File: config.mk
export PLATFORM = sky130hd
export DESIGN_NAME = enemy_tank_mover
export DESIGN_NICKNAME = d
export VERILOG_FILES = /design/src/rtl/enemy_tank_mover.sv
export SDC_FILE = /design/constraint.sdc
export NUM_CORES = 1
export LEC_CHECK = 0
export BUFFER_PORTS_ARGS = -buffer_cell sky130_fd_sc_hd__buf_2
export CORE_MARGIN = 5
export CORE_UTILIZATION = 31
export CTS_CLUSTER_DIAMETER = 80
export DETAILED_ROUTE_END_ITERATION = 10
export PLACE_DENSITY = 0.57
export SYNTH_ARGS = -nofsm -noshare
export SYNTH_HDL_FRONTEND = slang
export SYNTH_SLANG_ARGS = --single-unit
File: constraint.sdc
create_clock -name clk -period 2.2 [get_ports clk]
set_input_delay 0.22 -clock clk [delete_from_list [all_inputs] [get_ports clk]]
set_output_delay 0.22 -clock clk [all_outputs]
set_load 0.01 [all_outputs]
File: src/rtl/enemy_tank_mover.sv
// Enemy tank motion controller: chases the upstream heading one frame tick at a time,
// spends a fixed number of ticks turning, clamps to the playfield and requests periodic shots.
module enemy_tank_mover #(
    parameter logic [10:0] START_X     = 11'd1100,
    parameter logic [9:0]  START_Y     = 10'd600,
    parameter int unsigned STEP        = 2,
    parameter logic [10:0] X_MAX       = 11'd1248,
    parameter logic [9:0]  Y_MAX       = 10'd768,
    parameter int unsigned TURN_TICKS  = 4,
    parameter int unsigned FIRE_PERIOD = 60
) (
    input  logic        clk,
    input  logic        rst,
    input  logic        frame_tick,
    input  logic        enable,
    input  logic [1:0]  dir_in,
    output logic [10:0] blkpos_x_2,
    output logic [9:0]  blkpos_y_2,
    output logic [1:0]  facing,
    output logic        moving,
    output logic        fire
);

    localparam int unsigned XW = 11;
    localparam int unsigned YW = 10;
    localparam int unsigned TW = (TURN_TICKS > 1) ? $clog2(TURN_TICKS) : 1;
    localparam int unsigned FW = (FIRE_PERIOD > 1) ? $clog2(FIRE_PERIOD) : 1;
    localparam logic [TW-1:0] TURN_LOAD = TW'(TURN_TICKS - 1);
    localparam logic [FW-1:0] FIRE_TERM = FW'(FIRE_PERIOD - 1);
    localparam logic [XW:0]   STEP_X    = (XW + 1)'(STEP);
    localparam logic [YW:0]   STEP_Y    = (YW + 1)'(STEP);
    localparam logic [1:0]    DIR_DOWN  = 2'd0;
    localparam logic [1:0]    DIR_UP    = 2'd1;
    localparam logic [1:0]    DIR_LEFT  = 2'd2;

    typedef enum logic [1:0] {IDLE, MOVE, TURN} state_t;

    state_t         state, state_next;
    logic [TW-1:0]  turn_cnt, turn_cnt_next;
    logic [FW-1:0]  fire_cnt, fire_cnt_next;
    logic [XW-1:0]  x_next;
    logic [YW-1:0]  y_next;
    logic [1:0]     facing_next;
    logic           moving_next, fire_next;

    // Saturating one-step candidates, computed one bit wider so nothing wraps
    logic [XW:0]    x_wide, x_inc_w;
    logic [YW:0]    y_wide, y_inc_w;
    logic [XW-1:0]  x_inc, x_dec;
    logic [YW-1:0]  y_inc, y_dec;

    assign x_wide  = {1'b0, blkpos_x_2};
    assign y_wide  = {1'b0, blkpos_y_2};
    assign x_inc_w = x_wide + STEP_X;
    assign y_inc_w = y_wide + STEP_Y;
    assign x_inc   = (x_inc_w > {1'b0, X_MAX}) ? X_MAX : x_inc_w[XW-1:0];
    assign y_inc   = (y_inc_w > {1'b0, Y_MAX}) ? Y_MAX : y_inc_w[YW-1:0];
    assign x_dec   = (x_wide < STEP_X) ? '0 : XW'(x_wide - STEP_X);
    assign y_dec   = (y_wide < STEP_Y) ? '0 : YW'(y_wide - STEP_Y);

    // State and datapath registers
    always_ff @(posedge clk or posedge rst) begin
        if (rst) begin
            state      <= IDLE;
            blkpos_x_2 <= START_X;
            blkpos_y_2 <= START_Y;
            facing     <= DIR_LEFT;
            turn_cnt   <= '0;
            fire_cnt   <= '0;
            moving     <= 1'b0;
            fire       <= 1'b0;
        end else begin
            state      <= state_next;
            blkpos_x_2 <= x_next;
            blkpos_y_2 <= y_next;
            facing     <= facing_next;
            turn_cnt   <= turn_cnt_next;
            fire_cnt   <= fire_cnt_next;
            moving     <= moving_next;
            fire       <= fire_next;
        end
    end

    // Next-state logic; a low enable overrides everything, including a coincident tick
    always_comb begin
        state_next = state;
        unique case (state)
            IDLE:    state_next = MOVE;
            MOVE:    if (frame_tick && (dir_in != facing)) state_next = TURN;
            TURN:    if (frame_tick && (turn_cnt == '0))   state_next = MOVE;
            default: state_next = IDLE;
        endcase
        if (!enable) state_next = IDLE;
    end

    // Datapath and output next values
    always_comb begin
        x_next        = blkpos_x_2;
        y_next        = blkpos_y_2;
        facing_next   = facing;
        turn_cnt_next = turn_cnt;
        fire_cnt_next = fire_cnt;
        fire_next     = 1'b0;
        if (!enable) begin
            turn_cnt_next = '0;
            fire_cnt_next = '0;
        end else if (frame_tick) begin
            if (state == MOVE) begin
                if (fire_cnt == FIRE_TERM) begin
                    fire_cnt_next = '0;
                    fire_next     = 1'b1;
                end else begin
                    fire_cnt_next = fire_cnt + 1'b1;
                end
                if (dir_in == facing) begin
                    unique case (facing)
                        DIR_DOWN: y_next = y_inc;
                        DIR_UP:   y_next = y_dec;
                        DIR_LEFT: x_next = x_dec;
                        default:  x_next = x_inc;
                    endcase
                end else begin
                    facing_next   = dir_in;
                    turn_cnt_next = TURN_LOAD;
                end
            end else if (state == TURN) begin
                // Shot counter parks at terminal until a tick lands in MOVE
                if (fire_cnt != FIRE_TERM) fire_cnt_next = fire_cnt + 1'b1;
                if (turn_cnt != '0) turn_cnt_next = turn_cnt - 1'b1;
            end
        end
        moving_next = (state_next == MOVE);
    end

endmodule

==> impl_metrics.py, run 1 <==
metrics = {
    "status": {
        "status": "complete, but fails checks",
        "failing_checks": "negative setup slack",
    },
    "global_routing": {
        "number_of_global_route_vias_before_repair": 2602,
        "grt_use_total_pct": 13.6,
        "antenna_found_initial": 0,
        "grt_start_max_net_pins": 34,
        "overflow": 0,
        "grt_pass1_wl_mm": 12.6,
    },
    "critical_path": {
        "worst_r2r_path_depth": 9,
        "timing.critical_path.max_delay_family": "simple AND/OR/NAND/NOR gates",
        "path_buf_inv": 2,
        "worstPathArrival_ns": 2.54,
        "worst_path_largest_cell_delay_ns": 0.58,
        "start_kind": "register",
        "biggest_fanout_along_the_worst_timing_path": 5,
        "cpMaxStageDelayCell": "sky130_fd_sc_hd__dfstp_2",
        "stages_on_worst_setup_path": 9,
        "path_class": "reg -> reg",
        "cp.required_ns": 2.41,
        "reg2reg_slack_ns": -0.12,
        "critical_path.cell_chain": "ha_4 -> buf_6 -> a31oi_1 -> or3_4 -> nor4b_4 -> a22oi_2 -> buf_4 -> mux2_4 -> o21ai_2",
        "critPathCaptureType": "register",
    },
    "logic_synthesis": {
        "asyncSetResetFlopFracSynth_pct": 100,
        "post_synth_inst_count": 344,
        "synth_sequential_area_ratio_pct": 30.6,
        "synth.most_common_cell": "sky130_fd_sc_hd__nand2_1",
        "number_of_synthesized_flops_with_an_enable_pin": 0,
        "dominantRegCellSynth": "sky130_fd_sc_hd__dfrtp_1",
        "yosys.cell_types.count": 65,
        "syn-cell-area_sq_um": 2730,
        "post_synth.cell_area_avg_sq_um": 7.94,
        "synth.top_cells.by_area": "sky130_fd_sc_hd__dfrtp_1 22%, sky130_fd_sc_hd__dfstp_2 8.7%, sky130_fd_sc_hd__nand2_1 5.1%",
        "synth_top_cells_by_count": "37 x sky130_fd_sc_hd__nand2_1, 32 x sky130_fd_sc_hd__nor2_1, 26 x sky130_fd_sc_hd__o21ai_0, 24 x sky130_fd_sc_hd__a21oi_1, 24 x sky130_fd_sc_hd__dfrtp_1",
        "yosysWarnings": 0,
        "synth-seq-cells": 33,
        "synthDominantAreaCellType": "sky130_fd_sc_hd__dfrtp_1",
        "synth.top_cell.area_share_pct": 22.0,
    },
    "floorplanning": {
        "fp.dieArea_sq_um": 10800,
        "coreArea_sq_um": 8640,
        "initial_core_util_pct": 31.6,
        "fp-row-count": 34,
        "die_h_um": 104,
        "chipWidth_um": 104,
        "io_pins": 31,
    },
    "sta": {
        "slew_viol_final": 0,
        "fmax_mhz": 430,
        "setup_repair_after_global_routing_missed_its_margin": "yes",
        "setup_slack_ns": -0.124,
        "finalClockSkew_ns": 0.00479,
        "setup_tns_ns": -0.427,
        "setup_viol_count_final": 6,
        "fin_crit_ns": 2.32,
        "timing.final.crit_share_pct": 106,
        "hold_vio_cnt_final": 0,
        "timing.hold.ws_ns": 0.0269,
    },
    "routing": {
        "wire_per_inst_um": 14.5,
        "drc": 0,
        "initialDrtViolationCount": 154,
        "number_of_iterations_in_the_first_detailed_routing_pass": 5,
        "antenna_left": 0,
        "finalWirelength_mm": 7.56,
        "routed-via-count": 2817,
        "post_drt_via_cell_ratio": 5.42,
    },
    "pwr": {
        "worst_vdd_rail_ir_drop_mv": 0.297,
        "p_leak_nw": 1.44,
        "power-per-cell-area_nw_per_um2": 882,
        "p_total_mw": 3.07,
    },
    "place": {
        "detailed_place.area_sq_um": 3280,
        "dpl.hpwl_mm": 5.72,
        "place.gp.congestion": 0.898,
        "port-buffer-count": 28,
        "detailedPlace.worstSlack_ns": -0.132,
    },
    "final_layout": {
        "final_net_count": 423,
        "drive_above_1_share_pct": 32.3,
        "nFillCells": 903,
        "layout-area-overhead-vs-synth_pct": 27.3,
        "final_cell_area_sq_um": 3480,
        "antenna_cells": 0,
    },
    "clock_network": {
        "clk_transition_reported_paths_ns": 0.08,
        "cts.sink_count": 33,
        "holdBufCountCts": 0,
        "max-clock-path-buffers": 2,
        "cts_htree_levels": 2,
        "insertion_delay_ns": 0.28,
        "tritoncts": "yes",
        "clk_root_buffer_cell": "sky130_fd_sc_hd__clkbuf_8",
        "clock_buffers_created_by_tritoncts": 5,
    },
    "worst_hold_path": {
        "worstHoldPathType": "in -> async",
    },
    "job": {
        "drv_cap": 0,
    },
}
-- kinds of logic (layout without fill, tap and decap cells) --
| group | after synthesis | after routing | synth area share (%) |
|---|---|---|---|
| AND/OR/NAND/NOR | 144 | 144 | 27.6 |
| AO/OA/AOI/OAI | 108 | 108 | 26.0 |
| buffers and inverters | 40 | 107 | 8.10 |
| flip-flops | 33 | 33 | 30.6 |
| multiplexers | 7 | 7 | 2.70 |
| adder cells (fa/ha/maj) | 6 | 6 | 2.75 |
| XOR/XNOR | 5 | 5 | 2.15 |
| other | 1 | 2 | 0.137 |
-- final timing paths --
kind	start	to
max	blkpos_x_2[2]	blkpos_x_2[2]
min	rst	fire_cnt[3]
max reg2reg	blkpos_x_2[2]	blkpos_x_2[2]
min reg2reg	fire_cnt[4]	fire_cnt[4]
max in group asynchronous	rst	blkpos_y_2[3]
min in group clk	dir_in[0]	facing[0]
-- what timing repair did --
action | in CTS | in global routing
resized for setup | 7 | 6
buffers inserted | 2 | 2
pin swaps | 5 | 0
endpoints found under the hold margin | 0 | 0
endpoints found under the setup margin | 6 | 15
-- layout make-up --
type / instances / area, sq um / area share [%]
inverter: 15 / 56.3 / 1.62
clock buffer: 6 / 82.6 / 2.37
tap: 108 / 135 / 3.88
timing repair buffer: 84 / 564 / 16.2
sequential: 33 / 837 / 24.1
multi-input combinational: 272 / 1770 / 50.8
clock inverter: 2 / 37.5 / 1.08
-- registers in the layout, indices dropped and copies added (netlist names) --
register,cells
blkpos_x_2,10
blkpos_y_2,9
facing,2
fire,1
fire_cnt,6
moving,1
state,2
turn_cnt,2
-- power breakdown --
group          internal (mW)  leakage (nW)  total (mW)  switching, mW
clock network          0.368        0.0574       0.610          0.242
registers              0.733         0.389       0.859          0.126
logic                  0.768         0.995        1.60          0.831
-- tightest hold or removal path, cell delays in order --
cell and delay (ns):
sky130_fd_sc_hd__buf_2 0.09, sky130_fd_sc_hd__inv_1 0.04, sky130_fd_sc_hd__buf_4 0.38
-- placed cells by master (no fill, tap or decap), drive strengths merged, types with 4 or more instances in the layout --
cell type and count:
a22oi 4, and2 5, a21oi 25, nand2 39, nand3 10, a31oi 9
xnor2 5, a21o 4, nor2 32, dfstp 9, or3 7, ha 6
nand4 6, nor2b 5, clkbuf 6, nor4 5, inv 15, o21ai 32
o22ai 5, dfrtp 24, mux2i 4, nor3 16, buf 84
-- layer usage --
metal	up-vias	GRT usage [%]	part of all wire, %
met5	-	0	0
met4	0	2.59	0.70
met3	5	2.48	5.4
met2	86	22.6	48
met1	1329	18.6	46
li1	1397	-	-
-- metrics by stage --
stage	cells	utilization [%]
2_1_floorplan	345	-
3_3_place_gp	508	37.9
3_5_place_dp	508	37.9
4_1_cts	518	39.8
5_1_grt	520	40.3
6_report	520	40.3
Note: power is estimated with default switching activity, not from simulation.
==> inputs of run 2 (changes only) <==
--- a/config.mk
+++ b/config.mk
@@ -5,6 +5,7 @@
 export SDC_FILE = /design/constraint.sdc
 export NUM_CORES = 1
 export LEC_CHECK = 0
+export ABC_AREA = 1
 export BUFFER_PORTS_ARGS = -buffer_cell sky130_fd_sc_hd__buf_2
 export CORE_MARGIN = 5
 export CORE_UTILIZATION = 31
==> run 2 against run 1 <==
Against the previous run: wire length shrank 13%; the flow now finishes without violations; sequential power grew 51%; design area shrank 12%; setup slack gained 0.33 ns; count of clock-buffer cells in the layout shrank 1; global-route usage shrank 0.92 points; largest power group unchanged; final cell count grew 2.3%; utilization shrank 4.8 points; synthesized cell count grew 14%; clock power shrank 25%; register-to-register slack gained 0.33 ns.
==> impl_metrics.py, run 2 <==
metrics = {
    "status": {
        "status": "complete, no violations",
    },
    "routing": {
        "drc": 0,
        "post_drt_via_cell_ratio": 4.80,
        "antenna_left": 0,
        "routed-via-count": 2555,
        "finalWirelength_mm": 6.56,
        "top_layer_used": "met4",
        "wirelength_met1_mm": 3.04,
        "number_of_iterations_in_the_first_detailed_routing_pass": 4,
        "met3_routed_wirelength_um": 288,
        "routed-wl-met2_mm": 3.05,
        "wire_per_inst_um": 12.3,
        "initialDrtViolationCount": 111,
    },
    "worst_hold_path": {
        "worstHoldPathType": "in -> async",
    },
    "pwr": {
        "p_leak_nw": 1.50,
        "power-per-cell-area_nw_per_um2": 1250,
        "worst_vdd_rail_ir_drop_mv": 0.380,
    },
    "global_routing": {
        "number_of_global_route_vias_before_repair": 2530,
        "overflow": 0,
        "grt_use_total_pct": 12.7,
        "grt_start_max_net_pins": 34,
        "grt_pass1_wl_mm": 11.7,
        "antenna_found_initial": 0,
    },
    "clock_network": {
        "clock_buffers_created_by_tritoncts": 5,
        "max-clock-path-buffers": 2,
        "cts.sink_count": 33,
        "clk_root_buffer_cell": "sky130_fd_sc_hd__clkbuf_8",
        "clk_transition_reported_paths_ns": 0.08,
        "post_cts_resize_count": 0,
        "cts.repair_timing.setup_buffer_count": 0,
        "holdBufCountCts": 0,
        "cts_htree_levels": 2,
        "insertion_delay_ns": 0.29,
        "tritoncts": "yes",
    },
    "critical_path": {
        "cp.required_ns": 2.39,
        "cpMaxStageDelayCell": "sky130_fd_sc_hd__dfstp_2",
        "rr_endpoint": "blkpos_x_2[1]",
        "critPathCaptureType": "register",
        "critical_path.cell_chain": "ha_2 -> nand2_4 -> nor2_4 -> nand2_1 -> nand2_1 -> nor2_1 -> nand3_1 -> nor2_4 -> nand2_4 -> nand3_2 -> nand2_1 -> o21ai_1",
        "start_kind": "register",
        "worst_setup_path_startpoint": "blkpos_x_2[2]",
        "path_buf_inv": 0,
        "biggest_fanout_along_the_worst_timing_path": 7,
        "worstPathArrival_ns": 2.18,
        "worst_r2r_path_depth": 12,
        "worst_path_largest_cell_delay_ns": 0.62,
        "crit_path_frequent_cell": "sky130_fd_sc_hd__nand2_1",
        "reg2reg_slack_ns": 0.21,
        "path_class": "reg -> reg",
        "critical_path.reg2reg.startpoint": "blkpos_x_2[2]",
        "timing.critical_path.max_delay_family": "simple AND/OR/NAND/NOR gates",
    },
    "sta": {
        "setup_tns_ns": 0,
        "setup_viol_count_final": 0,
        "hold_vio_cnt_final": 0,
        "timing.final.crit_share_pct": 90.7,
        "fmax_mhz": 501,
        "fin_crit_ns": 1.99,
        "slew_viol_final": 0,
        "finalClockSkew_ns": 0.0150,
        "setup_repair_after_global_routing_missed_its_margin": "no",
        "timing.hold.ws_ns": 0.000835,
    },
    "final_layout": {
        "largest_register_ffs": 10,
        "multiInputGateArea_sq_um": 1600,
        "final_net_count": 435,
        "drive_above_1_share_pct": 21.9,
        "nFillCells": 947,
        "final_cells": 532,
        "layout-area-overhead-vs-synth_pct": 12.5,
        "reg.largest.list": "blkpos_x_2: 10 flops, blkpos_y_2: 9 flops, fire_cnt: 6 flops",
        "final_cell_mix": "74 x sky130_fd_sc_hd__nand2_1, 54 x sky130_fd_sc_hd__inv_1, 51 x sky130_fd_sc_hd__nor2_1, 28 x sky130_fd_sc_hd__buf_2, 27 x sky130_fd_sc_hd__a21oi_1",
        "final_cell_area_sq_um": 3060,
        "sequential_cell_area_sq_um": 837,
        "most_common_library_cell_in_the_layout_ignoring_fill_and_taps": "sky130_fd_sc_hd__nand2_1",
        "antenna_cells": 0,
        "top_register": "blkpos_x_2",
    },
    "logic_synthesis": {
        "yosys.cell_types.count": 41,
        "asyncSetResetFlopFracSynth_pct": 100,
        "synth.top_cell.area_share_pct": 22.1,
        "synth_sequential_area_ratio_pct": 30.7,
        "dominantRegCellSynth": "sky130_fd_sc_hd__dfrtp_1",
        "synth-seq-cells": 33,
        "synthDominantAreaCellType": "sky130_fd_sc_hd__dfrtp_1",
        "post_synth_inst_count": 391,
        "synth_top_cells_by_count": "74 x sky130_fd_sc_hd__nand2_1, 54 x sky130_fd_sc_hd__inv_1, 51 x sky130_fd_sc_hd__nor2_1, 27 x sky130_fd_sc_hd__a21oi_1, 24 x sky130_fd_sc_hd__dfrtp_1",
        "post_synth.cell_area_avg_sq_um": 6.96,
        "syn-cell-area_sq_um": 2720,
        "yosysWarnings": 0,
        "synth.most_common_cell": "sky130_fd_sc_hd__nand2_1",
        "synth.top_cells.by_area": "sky130_fd_sc_hd__dfrtp_1 22%, sky130_fd_sc_hd__nand2_1 10%, sky130_fd_sc_hd__dfstp_2 8.7%",
        "number_of_synthesized_flops_with_an_enable_pin": 0,
    },
    "place": {
        "dpl.hpwl_mm": 5.04,
        "dp.cells": 524,
        "place.gp.congestion": 0.847,
        "port-buffer-count": 28,
        "detailed_place.area_sq_um": 2970,
    },
    "floorplanning": {
        "io_pins": 31,
        "chipWidth_um": 104,
        "die_h_um": 104,
        "coreArea_sq_um": 8640,
        "fp-row-count": 34,
        "initial_core_util_pct": 31.5,
        "fp.dieArea_sq_um": 10800,
    },
    "job": {
        "drv_cap": 0,
    },
}
[run 2: per-stage QoR]
step / worst slack [ns] / power [mW] / utilization, %
after floorplan: 0.385 / 2.80 / -
after global placement: 0.224 / 3.36 / 34.4
after detailed placement: 0.208 / 3.38 / 34.4
after CTS: 0.193 / 3.85 / 35.4
after global routing: 0.0403 / 4.23 / 35.5
final: 0.206 / 3.82 / 35.5
[run 2: worst max path at each step]
| stage | slack [ns] | end | depth (start not counted) |
|---|---|---|---|
| finish | 0.21 | blkpos_x_2[1] | 12 |
| global route | 0.04 | blkpos_x_2[1] | 12 |
| CTS | 0.19 | blkpos_x_2[1] | 12 |
| detailed placement | 0.21 | blkpos_x_2[1] | 12 |
| global placement | 0.22 | blkpos_x_2[1] | 12 |
| floorplan | 0.39 | blkpos_x_2[8] | 13 |
[run 2: metal layers]
| metal | vias to the layer above | GRT usage, % |
|---|---|---|
| met2 | 54 | 20.1 |
| met3 | 14 | 2.67 |
| met5 | - | 0 |
| met1 | 1170 | 16.8 |
| met4 | 0 | 5.27 |
| li1 | 1317 | - |
[run 2: kinds of logic after synthesis]
logic type	after synthesis	share of synthesized area (%)
AOI/OAI and AO/OA	67	13.8
xor gates and xnor gates	19	6.11
adders and majority gates	6	2.76
DFF	33	30.7
other	1	0.138
and+or+nand+nor	195	35.6
buffers and inverters	70	10.8
[run 2: report_power, final]
group	switching, mW	internal [mW]	total, mW
combinational	1.29	0.769	2.06
sequential	0.419	0.880	1.30
clock	0.239	0.218	0.458
[run 2: final cells by class]
| cell class | count | area share (%) |
|---|---|---|
| clock buffer | 5 | 2.25 |
| clock inverter | 3 | 0.572 |
| inverter | 61 | 7.48 |
| multi-input combinational | 289 | 52.1 |
| sequential | 33 | 27.3 |
| tap | 108 | 4.41 |
| timing repair buffer | 33 | 5.80 |
[run 2: tightest hold or removal path: cells and delay by family]
| family | cells | cell delay, ns |
|---|---|---|
| buf+inv | 3 | 0.50 |
